### src/rtl/c1541_pkg.sv
`default_nettype none
// +----------------------------------------------------------------------------+
// | c1541_pkg                                                                  |
// | Shared types and constants for the 1541 track-buffer controller.           |
// | Revision: 1.0                                                              |
// +----------------------------------------------------------------------------+
package c1541_pkg;

    localparam int HTRACK_RESET       = 34;
    localparam int MAX_HTRACK_DEFAULT = 83;
    localparam int SETTLE_CNT_DEFAULT = 20000;

    typedef enum logic [2:0] {
        ST_IDLE      = 3'd0,
        ST_SETTLE    = 3'd1,
        ST_SAVE_REQ  = 3'd2,
        ST_SAVE_WAIT = 3'd3,
        ST_LOAD_REQ  = 3'd4,
        ST_LOAD_WAIT = 3'd5
    } track_state_t;

    // States in which a loader handshake is outstanding.
    function automatic logic is_xfer(input track_state_t s);
        return (s == ST_SAVE_REQ) || (s == ST_SAVE_WAIT) ||
               (s == ST_LOAD_REQ) || (s == ST_LOAD_WAIT);
    endfunction

endpackage
`default_nettype wire

### src/rtl/c1541_step_decode.sv
`default_nettype none
// +----------------------------------------------------------------------------+
// | c1541_step_decode                                                          |
// | Stepper-phase decoder; tracks the saturating head half-track position.     |
// | Revision: 1.0                                                              |
// +----------------------------------------------------------------------------+
module c1541_step_decode
    import c1541_pkg::*;
#(
    parameter int MAX_HTRACK = MAX_HTRACK_DEFAULT
) (
    input  logic       clk32,
    input  logic       reset_n,
    input  logic       ce,
    input  logic       mtr,
    input  logic [1:0] stp,
    output logic [6:0] half_track,
    output logic       moved
);

    logic [1:0] r_stp_old;
    logic [1:0] w_delta;
    logic [6:0] r_half_track;
    logic [6:0] w_half_track_nxt;

    always_comb begin
        w_delta          = stp - r_stp_old;
        w_half_track_nxt = r_half_track;
        if (ce && mtr) begin
            if (w_delta == 2'd1 && r_half_track < 7'(MAX_HTRACK))
                w_half_track_nxt = r_half_track + 7'd1;
            else if (w_delta == 2'd3 && r_half_track != 7'd0)
                w_half_track_nxt = r_half_track - 7'd1;
        end
    end

    // Phase history follows the VIA even with the motor off.
    always_ff @(posedge clk32 or negedge reset_n) begin
        if (!reset_n) begin
            r_stp_old    <= 2'd0;
            r_half_track <= 7'(HTRACK_RESET);
        end else begin
            if (ce)
                r_stp_old <= stp;
            r_half_track <= w_half_track_nxt;
        end
    end

    assign half_track = r_half_track;
    assign moved      = (w_half_track_nxt != r_half_track);

endmodule
`default_nettype wire

### src/rtl/c1541_track_ctrl.sv
`default_nettype none
// +----------------------------------------------------------------------------+
// | c1541_track_ctrl                                                           |
// | Head positioning and track-buffer load/save sequencing for a 1541 drive.   |
// | Revision: 1.0                                                              |
// +----------------------------------------------------------------------------+
module c1541_track_ctrl
    import c1541_pkg::*;
#(
    parameter int SETTLE_CNT = SETTLE_CNT_DEFAULT,
    parameter int MAX_HTRACK = MAX_HTRACK_DEFAULT
) (
    input  logic       clk32,
    input  logic       reset_n,
    input  logic       ce,
    input  logic [1:0] stp,
    input  logic       mtr,
    input  logic       byte_wr,
    input  logic       img_mounted,
    input  logic       img_readonly,
    input  logic       sd_ack,
    input  logic       sd_done,
    output logic [6:0] half_track,
    output logic       tr00_sense_n,
    output logic       wps_n,
    output logic       busy,
    output logic       sd_rd_req,
    output logic       sd_wr_req,
    output logic [5:0] sd_track
);

    localparam int c_cnt_w = (SETTLE_CNT < 1) ? 1 : $clog2(SETTLE_CNT + 1);

    logic [6:0]         w_half_track;
    logic               w_moved;
    logic [5:0]         w_track;
    track_state_t       r_state, w_state_nxt;
    logic [c_cnt_w-1:0] r_cnt, w_cnt_nxt;
    logic               r_dirty, w_dirty_nxt;
    logic               r_loaded_valid, w_loaded_valid_nxt;
    logic [5:0]         r_loaded_track, w_loaded_track_nxt;
    logic [5:0]         r_sd_track, w_sd_track_nxt;
    logic               r_resettle, w_resettle_nxt;
    logic               r_mtr_d;
    logic               w_busy;
    logic               w_settle;

    c1541_step_decode #(
        .MAX_HTRACK (MAX_HTRACK)
    ) u_step_decode (
        .clk32      (clk32),
        .reset_n    (reset_n),
        .ce         (ce),
        .mtr        (mtr),
        .stp        (stp),
        .half_track (w_half_track),
        .moved      (w_moved)
    );

    assign w_track = w_half_track[6:1];
    assign w_busy  = (r_state != ST_IDLE) || !r_loaded_valid;

    always_comb begin
        w_state_nxt        = r_state;
        w_cnt_nxt          = r_cnt;
        w_dirty_nxt        = r_dirty;
        w_loaded_valid_nxt = r_loaded_valid;
        w_loaded_track_nxt = r_loaded_track;
        w_sd_track_nxt     = r_sd_track;
        w_resettle_nxt     = r_resettle;
        w_settle           = 1'b0;

        if (byte_wr && !w_busy && !img_readonly)
            w_dirty_nxt = 1'b1;

        case (r_state)
            ST_IDLE: begin
                if (r_mtr_d && !mtr && r_dirty) begin
                    w_state_nxt    = ST_SAVE_REQ;
                    w_sd_track_nxt = r_loaded_track;
                end
            end
            ST_SETTLE: begin
                if (r_cnt == '0) begin
                    if (r_dirty) begin
                        w_state_nxt    = ST_SAVE_REQ;
                        w_sd_track_nxt = r_loaded_track;
                    end else begin
                        w_state_nxt    = ST_LOAD_REQ;
                        w_sd_track_nxt = w_track;
                    end
                end else if (ce) begin
                    w_cnt_nxt = r_cnt - c_cnt_w'(1);
                end
            end
            ST_SAVE_REQ: begin
                if (sd_ack)
                    w_state_nxt = ST_SAVE_WAIT;
            end
            ST_SAVE_WAIT: begin
                if (sd_done) begin
                    w_dirty_nxt = 1'b0;
                    // An invalidated buffer (image swapped mid-save) always needs a reload.
                    if (w_track != r_loaded_track || !r_loaded_valid) begin
                        w_state_nxt    = ST_LOAD_REQ;
                        w_sd_track_nxt = w_track;
                    end else if (r_resettle) begin
                        w_settle = 1'b1;
                    end else begin
                        w_state_nxt = ST_IDLE;
                    end
                end
            end
            ST_LOAD_REQ: begin
                if (sd_ack)
                    w_state_nxt = ST_LOAD_WAIT;
            end
            ST_LOAD_WAIT: begin
                if (sd_done) begin
                    w_loaded_track_nxt = r_sd_track;
                    w_loaded_valid_nxt = 1'b1;
                    if (r_resettle)
                        w_settle = 1'b1;
                    else
                        w_state_nxt = ST_IDLE;
                end
            end
            default: w_state_nxt = ST_IDLE;
        endcase

        // Moves or swaps during a handshake are remembered and honoured once it ends.
        if (w_moved || img_mounted) begin
            if (is_xfer(r_state) && is_xfer(w_state_nxt) && !w_settle)
                w_resettle_nxt = 1'b1;
            else
                w_settle = 1'b1;
        end

        if (img_mounted) begin
            w_dirty_nxt        = 1'b0;
            w_loaded_valid_nxt = 1'b0;
        end

        if (w_settle) begin
            w_state_nxt    = ST_SETTLE;
            w_cnt_nxt      = c_cnt_w'(SETTLE_CNT);
            w_resettle_nxt = 1'b0;
        end
    end

    always_ff @(posedge clk32 or negedge reset_n) begin
        if (!reset_n) begin
            r_state        <= ST_IDLE;
            r_cnt          <= '0;
            r_dirty        <= 1'b0;
            r_loaded_valid <= 1'b0;
            r_loaded_track <= 6'd0;
            r_sd_track     <= 6'd0;
            r_resettle     <= 1'b0;
            r_mtr_d        <= 1'b0;
        end else begin
            r_state        <= w_state_nxt;
            r_cnt          <= w_cnt_nxt;
            r_dirty        <= w_dirty_nxt;
            r_loaded_valid <= w_loaded_valid_nxt;
            r_loaded_track <= w_loaded_track_nxt;
            r_sd_track     <= w_sd_track_nxt;
            r_resettle     <= w_resettle_nxt;
            r_mtr_d        <= mtr;
        end
    end

    assign half_track   = w_half_track;
    assign tr00_sense_n = (w_half_track != 7'd0);
    assign wps_n        = !img_readonly;
    assign busy         = w_busy;
    assign sd_rd_req    = (r_state == ST_LOAD_REQ);
    assign sd_wr_req    = (r_state == ST_SAVE_REQ);
    assign sd_track     = r_sd_track;

endmodule
`default_nettype wire

### config.mk
export PLATFORM = sky130hd
export DESIGN_NAME = c1541_track_ctrl
export DESIGN_NICKNAME = d
export VERILOG_FILES = /design/src/rtl/c1541_pkg.sv /design/src/rtl/c1541_step_decode.sv /design/src/rtl/c1541_track_ctrl.sv
export SDC_FILE = /design/constraint.sdc
export NUM_CORES = 1
export LEC_CHECK = 0
export CELL_PAD_IN_SITES_DETAIL_PLACEMENT = 1
export CELL_PAD_IN_SITES_GLOBAL_PLACEMENT = 1
export CORE_MARGIN = 3
export CORE_UTILIZATION = 49
export CTS_CLUSTER_SIZE = 10
export DETAILED_ROUTE_END_ITERATION = 10
export DONT_BUFFER_PORTS = 1
export PLACE_DENSITY = 0.9
export SLEW_MARGIN = 15
export SYNTH_ARGS = -nofsm -noshare
export SYNTH_HDL_FRONTEND = slang
export SYNTH_SLANG_ARGS = --single-unit
export TNS_END_PERCENT = 50
### constraint.sdc
create_clock -name clk32 -period 2.8 [get_ports clk32]
set_clock_uncertainty 0.1 [all_clocks]
set_input_delay 0.28 -clock clk32 [delete_from_list [all_inputs] [get_ports clk32]]
set_output_delay 0.28 -clock clk32 [all_outputs]
set_load 0.03 [all_outputs]
Word level (Yosys, flattened, before mapping):

Index checks and enable logic that the tools add are counted.

* register bits after elaboration: 43

* add/sub/neg operators: 4
* order comparisons: 1
* eq/ne operators: 18
* mux-type cells: 41
* reductions and logical operators: 39

Operator list (number)
* 2-to-1 mux 15 bit: 4
* 2-to-1 mux 3 bit: 10
* 2-to-1 mux 6 bit: 5
* 2-to-1 mux 7 bit: 3
* one-hot mux 3 bit (6 select lines): 1
* one-hot mux 6 bit (3 select lines): 1
* 2-to-1 mux 1 bit: 16
* logical NOT 15 bit: 1
* subtractor 15 x 1 -> 15 bit, second input constant: 1
* equality test 3 x 2 -> 1 bit, second input constant: 4
* equality test 3 bit, second input constant: 4
* nonzero test 2 bit: 6
* != test 2 bit, second input constant: 5
* logical AND 1 bit: 9
* logical OR 1 bit: 9
* adder 7 x 1 -> 7 bit, second input constant: 1
* less-than comparator 7 bit, second input constant: 1
* != test 7 bit: 1
* nonzero test 7 bit: 1
* subtractor 7 x 1 -> 7 bit, second input constant: 1
* != test 6 bit: 1
* AND reduction 2 bit: 3
* nonzero test 3 bit: 2
* logical NOT 1 bit: 5
* 8 further kinds: 8

Logic depth before layout (Yosys ltp):

* depth after elaboration: 15
* gate-level depth with buffers: 11
* depth with buffers taken out: 8

Hierarchy:

A second synthesis with hierarchy kept.

* cells, all modules: 251
* area total of the unflattened synthesis: 2701.3 um^2

Modules (own cells, without submodules)
* c1541_track_ctrl: times used 1, cells each 186, area an instance 1986.9 um^2
* c1541_step_decode: times used 1, cells each 65, area an instance 714.4 um^2

Worst setup path after synthesis:

Ideal clock, no wire load.

* path type: register to register
* start point: register u_step_decode.r_half_track[1], in the netlist u_step_decode.half_track[1]
* end point: register r_resettle
* data arrival time: 2296 ps
* required time: 2572 ps
* path slack: 277 ps
* cell stages (with the launch flop): 11
* path buffers: 2
* path through: dfstp_2 -> buf_2 -> inv_1 -> ha_1 -> or3b_1 -> nor4_1 -> or3_1 -> buf_2 -> a21oi_2 -> nor2_2 -> mux2_1

* word-level cells in the longest chain between the ends: 15
* elaborated cells on any way between the ends: 35
* classes of those cells: 2 x add/sub; 1 x order compare; 6 x eq/ne; 12 x mux; 14 x reduce/logical

Ends and longest elaborated chain
* start, declared: line c1541_step_decode.sv:23 `logic [6:0] r_half_track;`
* start signal, assigned: line c1541_step_decode.sv:41 `r_half_track <= 7'(HTRACK_RESET);`
* start signal, assigned: line c1541_step_decode.sv:45 `r_half_track <= w_half_track_nxt;`
* != test 6 bit: line c1541_track_ctrl.sv:104 `if (w_track != r_loaded_track || !r_loaded_valid) begin`
* logical OR 1 bit: line c1541_track_ctrl.sv:104
* 2-to-1 mux 3 bit: line c1541_track_ctrl.sv:104
* 2-to-1 mux 3 bit: line c1541_track_ctrl.sv:101 `if (sd_done) begin`
* one-hot mux 3 bit (6 select lines): line c1541_track_ctrl.sv:76 `case (r_state)`
* equality test 3 x 2 -> 1 bit: line c1541_pkg.sv:24 `return (s == ST_SAVE_REQ) || (s == ST_SAVE_WAIT) ||`
* logical OR 1 bit (2 in a row): line c1541_pkg.sv:24
* logical OR 1 bit: line c1541_pkg.sv:25 `(s == ST_LOAD_REQ) || (s == ST_LOAD_WAIT);`
* logical AND 1 bit (2 in a row): line c1541_track_ctrl.sv:133 `if (is_xfer(r_state) && is_xfer(w_state_nxt) && !w_settle)`
* 2-to-1 mux 1 bit: line c1541_track_ctrl.sv:133
* 2-to-1 mux 1 bit: line c1541_track_ctrl.sv:132 `if (w_moved || img_mounted) begin`
* nonzero test 2 bit (no line)
* AND reduction 2 bit (no line)
* end signal, assigned: line c1541_track_ctrl.sv:168 `r_resettle <= w_resettle_nxt;`
* end, declared: line c1541_track_ctrl.sv:43 `logic r_resettle, w_resettle_nxt;`

Parallel ways exist; a longest one is shown, timed or not.
A chain may end at the register's enable or synchronous reset.

Final worst setup path:

* start point: register u_step_decode.r_stp_old[0]
* end point: register r_resettle

* word-level cells in the longest chain between the ends: 11
* elaborated cells on any way between the ends: 15
* classes of those cells: 1 x add/sub; 3 x eq/ne; 5 x mux; 6 x reduce/logical

Ends and longest elaborated chain
* start, declared: line c1541_step_decode.sv:21 `logic [1:0] r_stp_old;`
* start signal, assigned: line c1541_step_decode.sv:44 `r_stp_old <= stp;`
* subtractor 2 bit *: line c1541_step_decode.sv:27 `w_delta = stp - r_stp_old;`
* equality test 2 bit: line c1541_step_decode.sv:32 `else if (w_delta == 2'd3 && r_half_track != 7'd0)`
* logical AND 1 bit: line c1541_step_decode.sv:32
* 2-to-1 mux 7 bit: line c1541_step_decode.sv:32
* 2-to-1 mux 7 bit *: line c1541_step_decode.sv:30 `if (w_delta == 2'd1 && r_half_track < 7'(MAX_HTRACK))`
* 2-to-1 mux 7 bit *: line c1541_step_decode.sv:29 `if (ce && mtr) begin`
* != test 7 bit *: line c1541_step_decode.sv:50 `assign moved = (w_half_track_nxt != r_half_track);`
* logical OR 1 bit *: line c1541_track_ctrl.sv:132
* 2-to-1 mux 1 bit: line c1541_track_ctrl.sv:132
* nonzero test 2 bit (no line)
* AND reduction 2 bit (no line)

Mark *: on every way between the ends. The rest lies on a longest branch, timed or not.

==> impl_metrics.env <==
export IMPL_cp_required_ps=2890
export IMPL_p_clk_share_pct=20.5
export IMPL_place_area_sq_mm=0.00266
export IMPL_grt_max_degree=44
export IMPL_grt_pass1_wl_um=11800
export IMPL_grtUsageMet1_pct=30.2
export IMPL_stdcell_area_sq_mm=0.00282
export IMPL_drive_above_1_share_pct=18.8
export IMPL_first_pass_iters=4
export IMPL_setup_ws_ps=144
export IMPL_ys_seq_area_share_pct=42.2
export IMPL_antenna_cells=0
export IMPL_gr_usage_all_layers_pct=24.9
export IMPL_initial_utilization_pct=52.4
export IMPL_grt_pass1_vias=2270
export IMPL_critPathCaptureType="register"
export IMPL_area_growth_pct=10.1
export IMPL_die_h_um=78.3
export IMPL_regArea_sq_mm=0.00108
export IMPL_hp_class="in2reg"
export IMPL_syn_nets=270
export IMPL_critPathKind="reg2reg"
export IMPL_pre_cts_ws_ps=202
export IMPL_multi_input_area_sq_mm=0.00140
export IMPL_detail_route_iter0_violations=73
export IMPL_synth_seq_cells=43
export IMPL_portBuffers=0
export IMPL_vias=2076
export IMPL_drv_cap=0
export IMPL_clock_sinks=43
export IMPL_switchingPower_w=0.000745
export IMPL_ys_types=60
export IMPL_fin_tns_setup_ps=0
export IMPL_h_tree_depth=2
export IMPL_p_per_area_mw_per_mm2=668
export IMPL_hold_viol_final=0
export IMPL_dp_hpwl_um=4950
export IMPL_yosysWarnings=0
export IMPL_p_seq_share_pct=42.4
export IMPL_gr_max_usage_layer="met2"
export IMPL_via_per_inst=6.23
export IMPL_synth_edff_count=0
export IMPL_avgSynthCellArea_sq_um=10.1
export IMPL_place_gp_congestion=0.885
export IMPL_overflow=0
export IMPL_slew_viol_final=0
export IMPL_switching_share_pct=39.6
export IMPL_postSynthCellCount=254
export IMPL_fmax_mhz=377
export IMPL_die_area_sq_mm=0.00612
export IMPL_synthArstFlopShare_pct=100
export IMPL_cts_setup_buffers=0
export IMPL_synthFlopType="dfrtp_1"
export IMPL_min_period_ps=2660
export IMPL_wl_per_cell_um=21.7
export IMPL_ant_nets=0
export IMPL_ir_worst_vdd_mv=0.452
export IMPL_cts_tree="yes"
export IMPL_place_inst=321
export IMPL_final_nets=281
export IMPL_cp_arrival_ps=2740
export IMPL_die_w_um=78.3
export IMPL_drc=0
export IMPL_setup_viol=0
export IMPL_path_max_fanout=7
export IMPL_io_pins=29
export IMPL_clkTransAtPathRegs_ps=80
export IMPL_worst_pin_slew_ps=700
export IMPL_synth_area_sq_mm=0.00256
export IMPL_cts_path_max_buffers=2
export IMPL_status="completed"
export IMPL_slew_limit_headroom_pct=53.2
export IMPL_use_met3_pct=5.16
export IMPL_start_kind="register"
export IMPL_rsz0062_at_grt="true"
export IMPL_antenna_found_initial=0
export IMPL_fillCellCount=541
export IMPL_fin_cells=333
export IMPL_rows=25
export IMPL_clockRootBuffer="clkbuf_8"
export IMPL_fin_crit_sh_pct=94.8
export IMPL_p_int_w=0.00114
export IMPL_routed_wl_um=7230
export IMPL_clock_latency_ps=300
export IMPL_p_comb_share_pct=37.1
export IMPL_leakage_nw=1.15
export IMPL_coreArea_sq_mm=0.00488
export IMPL_cts_buffers=5
export IMPL_grt_util_met2_pct=43.4
metal layers:
| metal | up-vias | share of wire (%) |
|---|---|---|
| li1 | 928 | - |
| met1 | 1061 | 40 |
| met2 | 66 | 52 |
| met3 | 21 | 5.6 |
| met4 | 0 | 2.6 |
| met5 | - | 0 |
layout make-up:
class	instances	share of cell area, %
multi-input cells	190	49.7
repair buffers	14	4.71
clock inverters	1	0.178
inverters	11	1.47
well taps	67	2.98
flip-flops and latches	43	38.3
clock buffers	7	2.71
worst max-delay path, stage by stage (launching register included):
cell	delay [ps]
dfrtp_1	380
ha_1	310
or3_1	350
a211oi_1	370
o21ai_1	220
a21oi_2	360
nor2_4	110
mux2_1	320
timing repair:
action / CTS / global route
endpoints found under the setup margin: 0 / 1
hold endpoints to repair: 46 / 0
resized for setup: 0 / 2
hold buffers: 4 / 0
Yosys cell counts (2+ instances only):
| cell type | n | area, sq um |
|---|---|---|
| a211oi_1 | 2 | 15.0 |
| a21oi_1 | 4 | 20.0 |
| a31oi_1 | 3 | 18.8 |
| and2_1 | 4 | 25.0 |
| and3_1 | 2 | 12.5 |
| buf_2 | 6 | 30.0 |
| clkbuf_1 | 2 | 7.51 |
| dfrtp_1 | 41 | 1030 |
| dfstp_2 | 2 | 52.6 |
| ha_1 | 5 | 62.6 |
| inv_1 | 11 | 41.3 |
| mux2_2 | 13 | 146 |
| mux2_4 | 6 | 90.1 |
| nand2_1 | 15 | 56.3 |
| nand2b_1 | 3 | 18.8 |
| nand3_1 | 3 | 15.0 |
| nand4_1 | 7 | 43.8 |
| nor2_1 | 31 | 116 |
| nor3_1 | 8 | 40.0 |
| nor3_2 | 2 | 20.0 |
| nor4_1 | 4 | 25.0 |
| o21a_1 | 2 | 15.0 |
| o21ai_0 | 10 | 50.1 |
| o22ai_1 | 4 | 25.0 |
| o32ai_1 | 2 | 17.5 |
| or3_1 | 4 | 25.0 |
| xnor2_1 | 18 | 158 |
| xor2_1 | 8 | 70.1 |
cells in the final DEF, fill, tap and decap left out, types with 2 or more instances in the layout:
| cell type | count |
|---|---|
| dfstp_2 | 2 |
| o32ai_1 | 2 |
| and2_1 | 4 |
| inv_1 | 11 |
| mux2_4 | 6 |
| o21ai_0 | 10 |
| xor2_1 | 8 |
| nor3_2 | 2 |
| nand2_1 | 15 |
| clkbuf_8 | 5 |
| nor4_1 | 4 |
| o21a_1 | 2 |
| xnor2_1 | 18 |
| and3_1 | 2 |
| nor3_1 | 8 |
| dfrtp_1 | 41 |
| nand4_1 | 7 |
| nand3_1 | 3 |
| dlygate4sd3_1 | 3 |
| a31oi_1 | 3 |
| or3_1 | 4 |
| a21oi_1 | 4 |
| nor2_1 | 31 |
| nand2b_1 | 3 |
| buf_4 | 10 |
| mux2_2 | 13 |
| ha_1 | 5 |
| o22ai_1 | 4 |
| a211oi_1 | 2 |
| clkbuf_1 | 2 |
power groups by stage:
stage                     Clock (W)  Combinational (W)  Sequential, W
after CTS                  0.000399           0.000680       0.000794
after global routing       0.000425           0.000759       0.000805
after floorplan                   0           0.000433       0.000848
after global placement            0           0.000623       0.000796
after detailed placement          0           0.000649       0.000805
final                      0.000386           0.000698       0.000798
kinds of logic after synthesis:
logic type               synth area share (%)
AO/OA/AOI/OAI                            10.8
XOR/XNOR                                 8.90
adder cells (fa/ha/maj)                  2.44
buffers and inverters                    3.81
flip-flops                               42.2
multiplexers                             9.68
AND/OR/NAND/NOR                          22.2
flip-flops by register name, summed over array words and instances (netlist names):
signal	count
r_mtr_d	1
r_resettle	1
r_loaded_track	6
r_loaded_valid	1
u_step_decode.half_track	7
u_step_decode.r_stp_old	2
r_cnt	15
sd_track	6
r_dirty	1
r_state	3
final timing paths:
path,start,endpoint,slack [ps],cells past startpoint
worst max-delay path,u_step_decode.r_stp_old[0],r_resettle,140,7
worst min-delay path,stp[1],u_step_decode.r_stp_old[1],30,1
worst max register to register,u_step_decode.r_stp_old[0],r_resettle,140,7
worst min register to register,u_step_decode.r_stp_old[0],u_step_decode.r_stp_old[0],430,1
max in group asynchronous,reset_n,u_step_decode.half_track[5],1960,2
min in group asynchronous,reset_n,u_step_decode.half_track[0],390,2
metrics by stage:
stage	hold WS [ps]	utilization [%]	power [W]
after CTS	27.6	57.4	0.00187
after floorplan	-116	-	0.00128
after global routing	18.9	57.7	0.00199
after detailed placement	-114	54.5	0.00145
after global placement	-114	54.5	0.00142
final	31.8	57.7	0.00188
Note: power is estimated with default switching activity, not from simulation.
